--- src/rtl/lcd_pkg.sv ---
// lcd_pkg: LCD command codes and decoder states shared by the bus producer and decoder
package lcd_pkg;
   localparam logic [7:0] CMD_SWRESET = 8'h01;
   localparam logic [7:0] CMD_SLPIN   = 8'h10;
   localparam logic [7:0] CMD_SLPOUT  = 8'h11;
   localparam logic [7:0] CMD_DISPOFF = 8'h28;
   localparam logic [7:0] CMD_DISPON  = 8'h29;
   localparam logic [7:0] CMD_CASET   = 8'h2A;
   localparam logic [7:0] CMD_PASET   = 8'h2B;
   localparam logic [7:0] CMD_RAMWR   = 8'h2C;
   typedef enum logic [2:0] {
      ST_IDLE   = 3'd0,
      ST_CASET  = 3'd1,
      ST_PASET  = 3'd2,
      ST_RAMWR  = 3'd3,
      ST_IGNORE = 3'd4
   } dec_state_t;
endpackage

--- src/rtl/lcd_window_counter.sv ---
// lcd_window_counter: current write address with column/page wrap inside the address window
module lcd_window_counter (
   input  logic        clk,
   input  logic        nrst,
   input  logic        load,
   input  logic        adv,
   input  logic [15:0] xs,
   input  logic [15:0] xe,
   input  logic [15:0] ys,
   input  logic [15:0] ye,
   output logic [15:0] cur_x,
   output logic [15:0] cur_y
);
   always_ff @(posedge clk or negedge nrst) begin
      if (!nrst) begin
         cur_x <= 16'd0;
         cur_y <= 16'd0;
      end else if (load) begin
         cur_x <= xs;
         cur_y <= ys;
      end else if (adv) begin
         cur_x <= (cur_x == xe) ? xs : cur_x + 16'd1;
         if (cur_x == xe) cur_y <= (cur_y == ye) ? ys : cur_y + 16'd1;
      end
   end
endmodule

--- src/rtl/lcd_bus_decoder.sv ---
// lcd_bus_decoder: 8080-style LCD write-bus receiver emitting RGB565 pixels with coordinates
module lcd_bus_decoder
   import lcd_pkg::*;
#(
   parameter int H_RES = 320,
   parameter int V_RES = 240
) (
   input  logic        clk,
   input  logic        nrst,
   input  logic        wr,
   input  logic        dcx,
   input  logic [7:0]  d,
   output logic        pixel_valid,
   output logic [15:0] pixel_x,
   output logic [15:0] pixel_y,
   output logic [15:0] pixel_rgb,
   output logic        disp_on,
   output logic        awake,
   output logic        proto_err
);
   localparam logic [15:0] XE_RST = 16'(H_RES - 1);
   localparam logic [15:0] YE_RST = 16'(V_RES - 1);

   dec_state_t  state;
   logic        wr_q, odd;
   logic [1:0]  idx;
   logic [23:0] sh;
   logic [7:0]  hi;
   logic [15:0] xs, xe, ys, ye, cur_x, cur_y;
   logic [15:0] st_v, en_raw, en_v;
   logic        cmd, dat, load, adv;

   assign cmd    = wr & ~wr_q & ~dcx;
   assign dat    = wr & ~wr_q & dcx;
   assign load   = cmd && (d == CMD_RAMWR);
   assign adv    = dat && (state == ST_RAMWR) && odd;
   // the fourth shadow byte is the live bus byte, so commit needs no extra cycle
   assign st_v   = sh[23:8];
   assign en_raw = {sh[7:0], d};
   assign en_v   = (en_raw < st_v) ? st_v : en_raw;

   lcd_window_counter u_cnt (
      .clk   (clk),
      .nrst  (nrst),
      .load  (load),
      .adv   (adv),
      .xs    (xs),
      .xe    (xe),
      .ys    (ys),
      .ye    (ye),
      .cur_x (cur_x),
      .cur_y (cur_y)
   );

   always_ff @(posedge clk or negedge nrst) begin
      if (!nrst) begin
         wr_q        <= 1'b0;
         state       <= ST_IDLE;
         idx         <= 2'd0;
         sh          <= 24'd0;
         hi          <= 8'd0;
         odd         <= 1'b0;
         xs          <= 16'd0;
         xe          <= XE_RST;
         ys          <= 16'd0;
         ye          <= YE_RST;
         pixel_valid <= 1'b0;
         pixel_x     <= 16'd0;
         pixel_y     <= 16'd0;
         pixel_rgb   <= 16'd0;
         disp_on     <= 1'b0;
         awake       <= 1'b0;
         proto_err   <= 1'b0;
      end else begin
         wr_q        <= wr;
         pixel_valid <= 1'b0;
         proto_err   <= cmd & ((state == ST_CASET) || (state == ST_PASET) || ((state == ST_RAMWR) && odd));
         if (cmd) begin
            idx <= 2'd0;
            odd <= 1'b0;
            case (d)
               CMD_CASET: state <= ST_CASET;
               CMD_PASET: state <= ST_PASET;
               CMD_RAMWR: state <= ST_RAMWR;
               CMD_SWRESET: begin
                  state   <= ST_IDLE;
                  xs      <= 16'd0;
                  xe      <= XE_RST;
                  ys      <= 16'd0;
                  ye      <= YE_RST;
                  disp_on <= 1'b0;
                  awake   <= 1'b0;
               end
               CMD_SLPIN: begin
                  state <= ST_IDLE;
                  awake <= 1'b0;
               end
               CMD_SLPOUT: begin
                  state <= ST_IDLE;
                  awake <= 1'b1;
               end
               CMD_DISPOFF: begin
                  state   <= ST_IDLE;
                  disp_on <= 1'b0;
               end
               CMD_DISPON: begin
                  state   <= ST_IDLE;
                  disp_on <= 1'b1;
               end
               default: state <= ST_IGNORE;
            endcase
         end else if (dat) begin
            case (state)
               ST_CASET, ST_PASET: begin
                  idx <= idx + 2'd1;
                  sh  <= {sh[15:0], d};
                  if (idx == 2'd3) begin
                     state <= ST_IDLE;
                     if (state == ST_CASET) begin
                        xs <= st_v;
                        xe <= en_v;
                     end else begin
                        ys <= st_v;
                        ye <= en_v;
                     end
                  end
               end
               ST_RAMWR: begin
                  odd <= ~odd;
                  if (!odd) hi <= d;
                  if (odd) begin
                     pixel_valid <= 1'b1;
                     pixel_x     <= cur_x;
                     pixel_y     <= cur_y;
                     pixel_rgb   <= {hi, d};
                  end
               end
               default: ;
            endcase
         end
      end
   end
endmodule

--- config.mk ---
export PLATFORM = sky130hd
export DESIGN_NAME = lcd_bus_decoder
export DESIGN_NICKNAME = d
export VERILOG_FILES = /design/src/rtl/lcd_pkg.sv /design/src/rtl/lcd_window_counter.sv /design/src/rtl/lcd_bus_decoder.sv
export SDC_FILE = /design/constraint.sdc
export NUM_CORES = 1
export LEC_CHECK = 0
export CAP_MARGIN = 20
export CORE_MARGIN = 1.5
export CORE_UTILIZATION = 64
export DETAILED_ROUTE_END_ITERATION = 8
export PLACE_DENSITY_LB_ADDON = 0.15
export SLEW_MARGIN = 10
export SYNTH_ARGS = -nofsm -noshare
export SYNTH_HDL_FRONTEND = slang
export SYNTH_SLANG_ARGS = --single-unit
export TNS_END_PERCENT = 5
--- constraint.sdc ---
create_clock -name clk -period 5.7 [get_ports clk]
set_clock_uncertainty 0.2 [all_clocks]
set_input_delay 0.57 -clock clk [delete_from_list [all_inputs] [get_ports clk]]
set_output_delay 0.57 -clock clk [all_outputs]
set_load 0.005 [all_outputs]
Yosys cells after proc, flatten, opt, wreduce, memory -nomap -nowiden
Cells that the tools add are included.
Word-level totals
  register bits: 187
  input bits: 12
  output and inout port bits: 52
  logic and storage cells: 125
Cells by class
  add/subtract/negate cells: 3
  mux-type cells: 48
  bitwise gates (word level): 8
  equality and inequality tests: 16
  reduce and logical (&&, ||, !) cells: 30
  $lt $le $gt $ge: 1
Operators with widths (number)
  16-bit two-way mux: 31
  8-bit by 6-bit equality test with 1-bit output (second input constant): 5
  16-bit by 1-bit adder with 16-bit output (second input constant): 2
  16-bit equality test: 2
  2-bit nonzero test: 9
  8-bit by 5-bit equality test with 1-bit output (second input constant): 2
  16-bit < comparator: 1
  3-bit two-way mux: 4
  3-bit one-hot mux with 4 select lines: 1
  2-bit AND reduction: 5
  5-bit AND reduction: 2
  8-bit by 1-bit equality test with 1-bit output (second input constant): 1
  4-bit AND reduction: 2
  1-bit two-way mux: 7
  3-bit by 2-bit equality test with 1-bit output (second input constant): 2
  2-bit two-way mux: 3
  3-bit AND reduction: 2
  2-bit OR reduction: 3
  5-bit OR reduction: 1
  1-bit AND: 4
  1-bit logical AND: 4
  1-bit inverter: 4
  1-bit one-hot mux with 2 select lines: 2
  3-bit by 1-bit equality test with 1-bit output (second input constant): 1
  5 further kinds: 6

Longest topological paths before layout
Gate-level depths: netlist of run 1.
  word-level depth: 7
  depth in mapped cells: 10

Cells and area by module
From an unflattened synthesis of run 1, not the netlist that was laid out.
Second synthesis, totals
  cell total of the unflattened synthesis: 859
  area total of the unflattened synthesis: 9210.1 um2
Modules (own cells, without submodules)
  lcd_bus_decoder: area an instance 6766.5 um2, instances 1, cells an instance 563, sequential area each 3896.2 um2
  lcd_window_counter: area an instance 2443.6 um2, instances 1, cells an instance 296, sequential area each 800.8 um2

Worst setup path after synthesis of run 1
No wires, ideal clock.
  path kind: in2reg
  from: input port d[1]
  to: register u_cnt.cur_y[7]
  stages on the path: 8
  setup slack: 3070 ps
  setup time: 121 ps
  arrival: 2309 ps
  data required time: 5379 ps
  path through: buf_2 or3b_1 or3_1 buf_6 nand2_8 buf_6 mux2_1 a22o_1
On the way
  cells in the longest elaborated chain, start to end: 4
Ends and longest elaborated chain
  from (decl): line lcd_bus_decoder.sv:12  | input logic [7:0] d,
  8-bit by 6-bit equality test with 1-bit output *: line lcd_bus_decoder.sv:35  | assign load = cmd && (d == CMD_RAMWR);
  1-bit logical AND *: line lcd_bus_decoder.sv:35
  2-bit nonzero test (no line)
  2-bit AND reduction (no line)
  to (signal assigned): line lcd_window_counter.sv:20  | cur_y <= ys;
  to (signal assigned): line lcd_window_counter.sv:23  | if (cur_x == xe) cur_y <= (cur_y == ye) ? ys : cur_y + 16'd1;
  to (decl): line lcd_window_counter.sv:12  | output logic [15:0] cur_y
Mark *: on every way between the ends. The rest lies on a longest branch, timed or not.
A chain may end at the register's enable or synchronous reset.

Final worst setup path of run 1
  from: input port dcx
  to: register u_cnt.cur_y[12]
On the way
  cells in the longest elaborated chain, start to end: 5
Ends and longest elaborated chain
  from (decl): line lcd_bus_decoder.sv:11  | input logic dcx,
  1-bit AND or 1-bit inverter (tied branches): line lcd_bus_decoder.sv:34, lcd_bus_decoder.sv:33
  1-bit logical AND or 1-bit AND (tied branches): line lcd_bus_decoder.sv:36, lcd_bus_decoder.sv:33
  1-bit logical AND (on tied branches): line lcd_bus_decoder.sv:36, lcd_bus_decoder.sv:35
  2-bit nonzero test (no line)
  2-bit AND reduction (no line)
Parallel ways exist; a longest one is shown, timed or not.

==> key figures, run 1 <==
Clocking
  – CTS tree: built
  – CTS sink cnt: 187
  – CTS Buf Count: 17
  – Skew-Pair Late Insertion Delay: 430 ps
  – Cts repair resizes: 0
  – Setup bufs post-CTS: 0
  – Htree depth: 4
  – Clock slew at reported path FFs: 60 ps
  – Root Driver: clkbuf_16
  – Clock buffer depth: 2
  – Post-CTS Hold Buffers: 0

Worst setup path
  – CP endpoint kind: flip-flop
  – CP required: 5820 ps
  – WS Path Type: in2reg
  – RR Startpoint: sh[6]
  – Worst reg-to-reg path cell count: 7
  – Critical Path Start Type: input port
  – Worst Path Arrival: around 3800 ps
  – Crit. Startpoint: dcx
  – Crit path max fanout: 33

Placed design
  – DP Area: 9780 um2
  – Dpl hpwl: 15.8 mm
  – GP Congestion: roughly 0.93
  – Placed cell count: between 1000 and 1500
  – PortBufs: 63

Die
  – Die height: 122 um
  – Die area: ~15000 um2
  – Core ar.: approximately 14000 um2
  – Top Ports: 64
  – Rows: 43
  – Initial Utilization: 65.5%
  – Die Width: 122 um

Timing
  – Max-slew violations: 0
  – Fin crit share: 64.5%
  – Rel. slew slack: 24.8%
  – Worst Tran Pin Value: 1130 ps
  – RSZ-0062 raised after global routing: no
  – Hold Slack: -16.6 ps
  – Final setup violation count: 0
  – Setup Total Neg Slack: 0 ps
  – Fin crit period: approximately 3700 ps
  – Hold Vio Cnt, Final: 9
  – Fmax: ~270 MHz

Layout
  – Area growth syn-to-layout: 14.0%
  – Share of cells above drive strength 1: about 16%
  – Final nets: 925
  – Non-Filler Instances: about 1100
  – Register area: 4700 um2
  – Layout fillers: 958
  – Commonest non-fill, non-tap cell in the layout: dfrtp_1
  – Design area: 10400 um2
  – Commonest non-fill, non-tap cells in the layout: dfrtp_1 (173), nand2_1 (95), mux2_2 (69), o21ai_0 (62), clkdlybuf4s50_1 (62)
  – Multi-input logic area: 4050 um2
  – Diode count: 0

Routing
  – Via count: 6923
  – Post-Route WL: 22.5 mm
  – DRC Markers: 0
  – Routed Antenna Nets: 0
  – DR vias/cell: 6.36
  – TritonRoute pass-1 iters: 5
  – Starting DRT DRC Count: 652
  – Wire length per cell: 20.7 um

Logic synthesis
  – Compound-gate portion of the synthesized area: approximately 13%
  – Sequential cell area fraction in the yosys report: between 50% and 60%
  – Ys flop type: dfrtp_1
  – Simple-gate share of the synthesized area: approximately 15%
  – Cells after synthesis: 857
  – Main combinational cell family by area after synthesis: simple AND/OR/NAND/NOR gates
  – Syn nets: 887
  – Syn. warnings: 0
  – Mapped Avg Cell Area: 10.6 um2
  – Synth Cell Area: 9090 um2
  – Post-synth EDFFs: 0
  – Mux cell area share after synthesis: 10.4%
  – Async S/R FF share, synth: 100%
  – Xor and xnor area share after synthesis: 4.04%
  – Adder-cell share of the synthesized area: 2.48%
  – Register bit total from synthesis: 187
  – Yosys cell types: 66

Power and ir drop
  – Cell leakage power: 4.92 nW
  – Net Sw Frac: 24.1%
  – Switching pwr: 0.689 mW
  – Pint: ~2.2 mW
  – Clock Power Share: 40.9%
  – Logic pwr share: 7.7%
  – Max IR drop VDD: 194 uV
  – Sequential share of power: 51.5%
  – PwrDens: roughly 280 nW/um2

Job
  – Max-cap violations: 0

GRT
  – Largest net degree at the start of global routing: 90
  – GRT Resource Usage Total: 32.5%
  – Initial antenna violation count: 0
  – First-pass GRT wire length: 36.7 mm
  – Grt ovf: 0
  – Vias in the first global route: ~6900

Hold path
  – Hold Path Class: in2async

Run status
  – Status: complete, but fails checks
  – Failing checks: negative hold slack
-- power by group through the flow --
stage | logic (mW) | registers [mW] | clock network (mW)
5_1_grt | 0.245 | 1.48 | 1.25
3_3_place_gp | 0.207 | 1.49 | 0
2_1_floorplan | 0.139 | 1.47 | 0
4_1_cts | 0.219 | 1.47 | 1.19
3_5_place_dp | 0.217 | 1.49 | 0
6_report | 0.219 | 1.47 | 1.17
-- path summary, 6_finish.rpt --
| path | end | slack, ps |
|---|---|---|
| setup / recovery | u_cnt.cur_y[12] | 2020 |
| hold / removal | pixel_x[10] | -20 |
| setup reg to reg | ye[13] | 2240 |
| hold reg to reg | ys[8] | 280 |
| max in group asynchronous | u_cnt.cur_x[5] | 3800 |
| min in group clk | ys[8] | 280 |
-- state kept, by name, summed over array words and instances, names as in the netlist, 3 cells and up --
| register | count |
|---|---|
| sh | 24 |
| pixel_rgb | 16 |
| pixel_x | 16 |
| pixel_y | 16 |
| u_cnt.cur_x | 16 |
| u_cnt.cur_y | 16 |
| xe | 16 |
| xs | 16 |
| ye | 16 |
| ys | 16 |
| hi | 8 |
| state | 3 |
-- per-layer routing --
layer | global-route usage (%) | vias to the layer above | share of wire [%]
met5 | 0 | - | 0
met1 | 46.7 | 3477 | 45
met4 | 12.6 | 0 | 2.6
met3 | 5.58 | 40 | 5.1
met2 | 49.8 | 262 | 47
li1 | - | 3144 | -
-- through the flow --
stage | util [%] | setup slack [ps] | total power, mW
3_5_place_dp | 70.5 | 1650 | 1.71
5_1_grt | 74.7 | 1860 | 2.97
6_report | 74.7 | 2020 | 2.86
2_1_floorplan | - | 3070 | 1.61
4_1_cts | 74.7 | 2110 | 2.87
3_3_place_gp | 70.5 | 1740 | 1.70
-- cell families after synthesis --
kind of cell	Yosys count
fa+ha+maj	18
simple gates	268
xor+xnor	42
compound gates	175
mux	85
buf+inv	82
flops	187
-- cell usage after synthesis, types with 3 or more instances --
cell type / count / area (um2)
a31oi_1: 15 / 93.8
nor3_1: 16 / 80.1
nor3b_1: 3 / 22.5
buf_2: 9 / 45.0
a21oi_1: 14 / 70.1
inv_1: 27 / 101
dfstp_2: 14 / 368
o21a_1: 3 / 22.5
o21ai_0: 62 / 310
mux2_2: 69 / 777
o31ai_1: 3 / 22.5
clkbuf_1: 35 / 131
xnor2_1: 5 / 43.8
a21o_1: 13 / 97.6
mux2i_1: 11 / 110
and3_1: 7 / 43.8
or2_2: 3 / 18.8
a22o_1: 20 / 175
buf_1: 3 / 11.3
nor2_1: 40 / 150
ha_1: 18 / 225
mux2_1: 5 / 56.3
nand2_1: 95 / 357
and4_1: 6 / 52.6
nand3_1: 42 / 210
nand4_1: 18 / 113
dfrtp_1: 173 / 4330
buf_6: 5 / 56.3
o2111ai_1: 3 / 26.3
nor2b_1: 5 / 31.3
xor2_1: 37 / 324
a311oi_1: 3 / 26.3
nand2b_1: 5 / 31.3
a22oi_1: 5 / 37.5
nor4_1: 10 / 62.6
o211ai_1: 18 / 135
-- worst max-delay path, stage by stage --
cell	delay [ps]
clkdlybuf4s50_1	510
or3b_1	730
or3_1	790
o21ai_4	350
buf_4	410
o21ai_0	160
a22o_1	250
-- area by class of cell --
cell class	instances	area share, %
well taps	180	2.17
clock buffers	21	4.54
repair buffers	72	6.74
inverters	29	1.05
clock inverters	11	1.15
multi-input cells	588	39.1
flip-flops and latches	187	45.3
Power figures use the tool's default switching activity.
==> inputs of run 2 (changes only) <==
CORE_UTILIZATION = 53   (was 64)
clock period = 3.3 ns   (was 5.7 ns; I/O delays follow)
==> run 2 against run 1 <==
The flow now finishes without violations. Setup slack got worse by 1900 ps. Power rose by 82%. Final cell count rose by 7.0%. Die area rose by 20%. Hold slack improved by 260 ps. Sequential power rose by 72%. Via count rose by 2.1%. Sequential share of layout area fell by 1.7 points. Clock-buffer cell count rose by 1. Largest power group unchanged.
==> key figures, run 2 (synthesized netlist as in run 1, its figures left out) <==
Worst setup path
  – Worst reg-to-reg path cell count: 7
  – Critical Path Start Type: flip-flop
  – CP endpoint kind: flip-flop
  – Reg-to-Reg End: u_cnt.cur_y[5]
  – R2r setup slk: ~150 ps
  – Worst Path Arrival: 3280 ps
  – RR Startpoint: u_cnt.cur_x[12]
  – CP required: 3430 ps
  – WS Path Type: reg2reg
  – Crit path max fanout: 31

GRT
  – Largest net degree at the start of global routing: 67
  – Grt ovf: 0
  – Met1 Use GR: 39.0%
  – Vias in the first global route: 6870
  – Met3 Track Usage GR: ~6%
  – Met2 GRT Util: 43.0%
  – Initial antenna violation count: 0
  – GRT busiest layer: met2
  – First-pass GRT wire length: 38.0 mm
  – GRT Resource Usage Total: between 20% and 30%

Die
  – Die Width: 134 um
  – Rows: 47
  – Die area: 18000 um2
  – Die height: ~130 um
  – Top Ports: 64
  – Initial Utilization: 54.5%
  – Core ar.: 16700 um2

Layout
  – Top reg by flops: sh
  – Final nets: 961
  – Fin util: 64.5%
  – Share of cells above drive strength 1: 18.6%
  – Max FFs per register: 24
  – Diode count: 0
  – Commonest non-fill, non-tap cell in the layout: dfrtp_1
  – Area growth syn-to-layout: 18.5%
  – Commonest non-fill, non-tap cells in the layout: dfrtp_1 (173), nand2_1 (95), mux2_2 (69), o21ai_0 (62), clkdlybuf4s50_1 (62)

Placed design
  – GP Congestion: 0.907
  – Setup WS pre-CTS: 68.1 ps
  – PortBufs: 63
  – Dpl hpwl: about 17 mm

Timing
  – RSZ-0062 raised after global routing: yes
  – Max-slew violations: 0
  – Hold Slack: 248 ps
  – Fin crit share: 95.3%
  – Final setup violation count: 0
  – Hold Vio Cnt, Final: 0
  – Fin crit period: 3150 ps
  – Fmax: 318 MHz
  – Worst Tran Pin Value: roughly 970 ps
  – Worst setup margin: 155 ps
  – Rel. slew slack: 34.5%

Routing
  – DRC Markers: 0
  – TritonRoute pass-1 iters: 5
  – Routed Antenna Nets: 0
  – Post-Route WL: 23.6 mm
  – DR vias/cell: approximately 6
  – Wire length per cell: 20.3 um
  – Starting DRT DRC Count: 634
  – Via count: 7068

Clocking
  – Root Driver: clkbuf_16
  – CTS tree: built
  – CTS Buf Count: 17
  – Clock slew at reported path FFs: 70 ps
  – Clock buffer depth: 2
  – Htree depth: 4
  – Skew-Pair Late Insertion Delay: 430 ps
  – CTS sink cnt: 187
  – Cts repair resizes: 0

Job
  – Max-cap violations: 0

Power and ir drop
  – PwrDens: 484 nW/um2
  – Max IR drop VDD: approximately 350 uV
  – Cell leakage power: about 5.1 nW

Hold path
  – Hold Path Class: in2async

Run status
  – Status: finished clean
[run 2: cell types whose count changed in the layout (fill, tap and decap cells not counted)]
cell / delta
bufinv_16: +3
clkinv_4: -1
dlygate4sd3_1: +1
clkbuf_1: +1
buf_4: +34
clkinvlp_4: -2
clkinv_2: -2
buf_12: +1
inv_8: +1
[run 2: per-layer routing]
metal  vias up  part of all wire, %
met5         -                    0
li1       3210                    -
met4         0                  1.7
met1      3560                   44
met3        32                  6.9
met2       266                   48
[run 2: how the worst max path moves through the flow]
| stage | from | end | cells after the start |
|---|---|---|---|
| after floorplan | sh[15] | xe[8] | 10 |
| after global placement | d[7] | ye[14] | 9 |
| after detailed placement | d[6] | ye[14] | 9 |
| after CTS | sh[20] | ye[13] | 9 |
| after global routing | u_cnt.cur_x[12] | u_cnt.cur_y[5] | 7 |
| final | u_cnt.cur_x[12] | u_cnt.cur_y[5] | 7 |
[run 2: metrics by stage]
stage	cells	power [mW]	setup TNS (ps)	area, um2
CTS	1162	5.24	0	10800
detailed placement	1129	2.98	0	10100
floorplan	857	2.77	0	9090
finish	1164	5.22	0	10800
global placement	1129	2.96	0	10100
global route	1164	5.39	-88.0	10800
[run 2: worst max-delay path, stage by stage, from the launching register on]
cell and delay, ps:
dfrtp_1 470, xor2_1 170, nor4_1 450, nand4_1 390, o21ai_4 740, buf_4 310, o21ai_0 110, a22oi_1 190
[run 2: final cells by class]
cell class,instances,area (um2)
flip-flops and latches,187,4700
inverters,29,109
fillers,1300,5920
repair buffers,108,985
clock inverters,10,186
multi-input cells,588,4050
clock buffers,22,474
well taps,220,275
[run 2: report_power, final]
group          internal (mW)  switching [mW]  total (mW)
sequential              2.43           0.107        2.53
combinational          0.168           0.240       0.408
clock                   1.41           0.867        2.28
[run 2: what timing repair did]
action / 4_1_cts / 5_1_grt
setup buffers: 0 / 2
setup endpoints to repair: 0 / 15
endpoints found under the hold margin: 63 / 0
hold buffers: 1 / 0
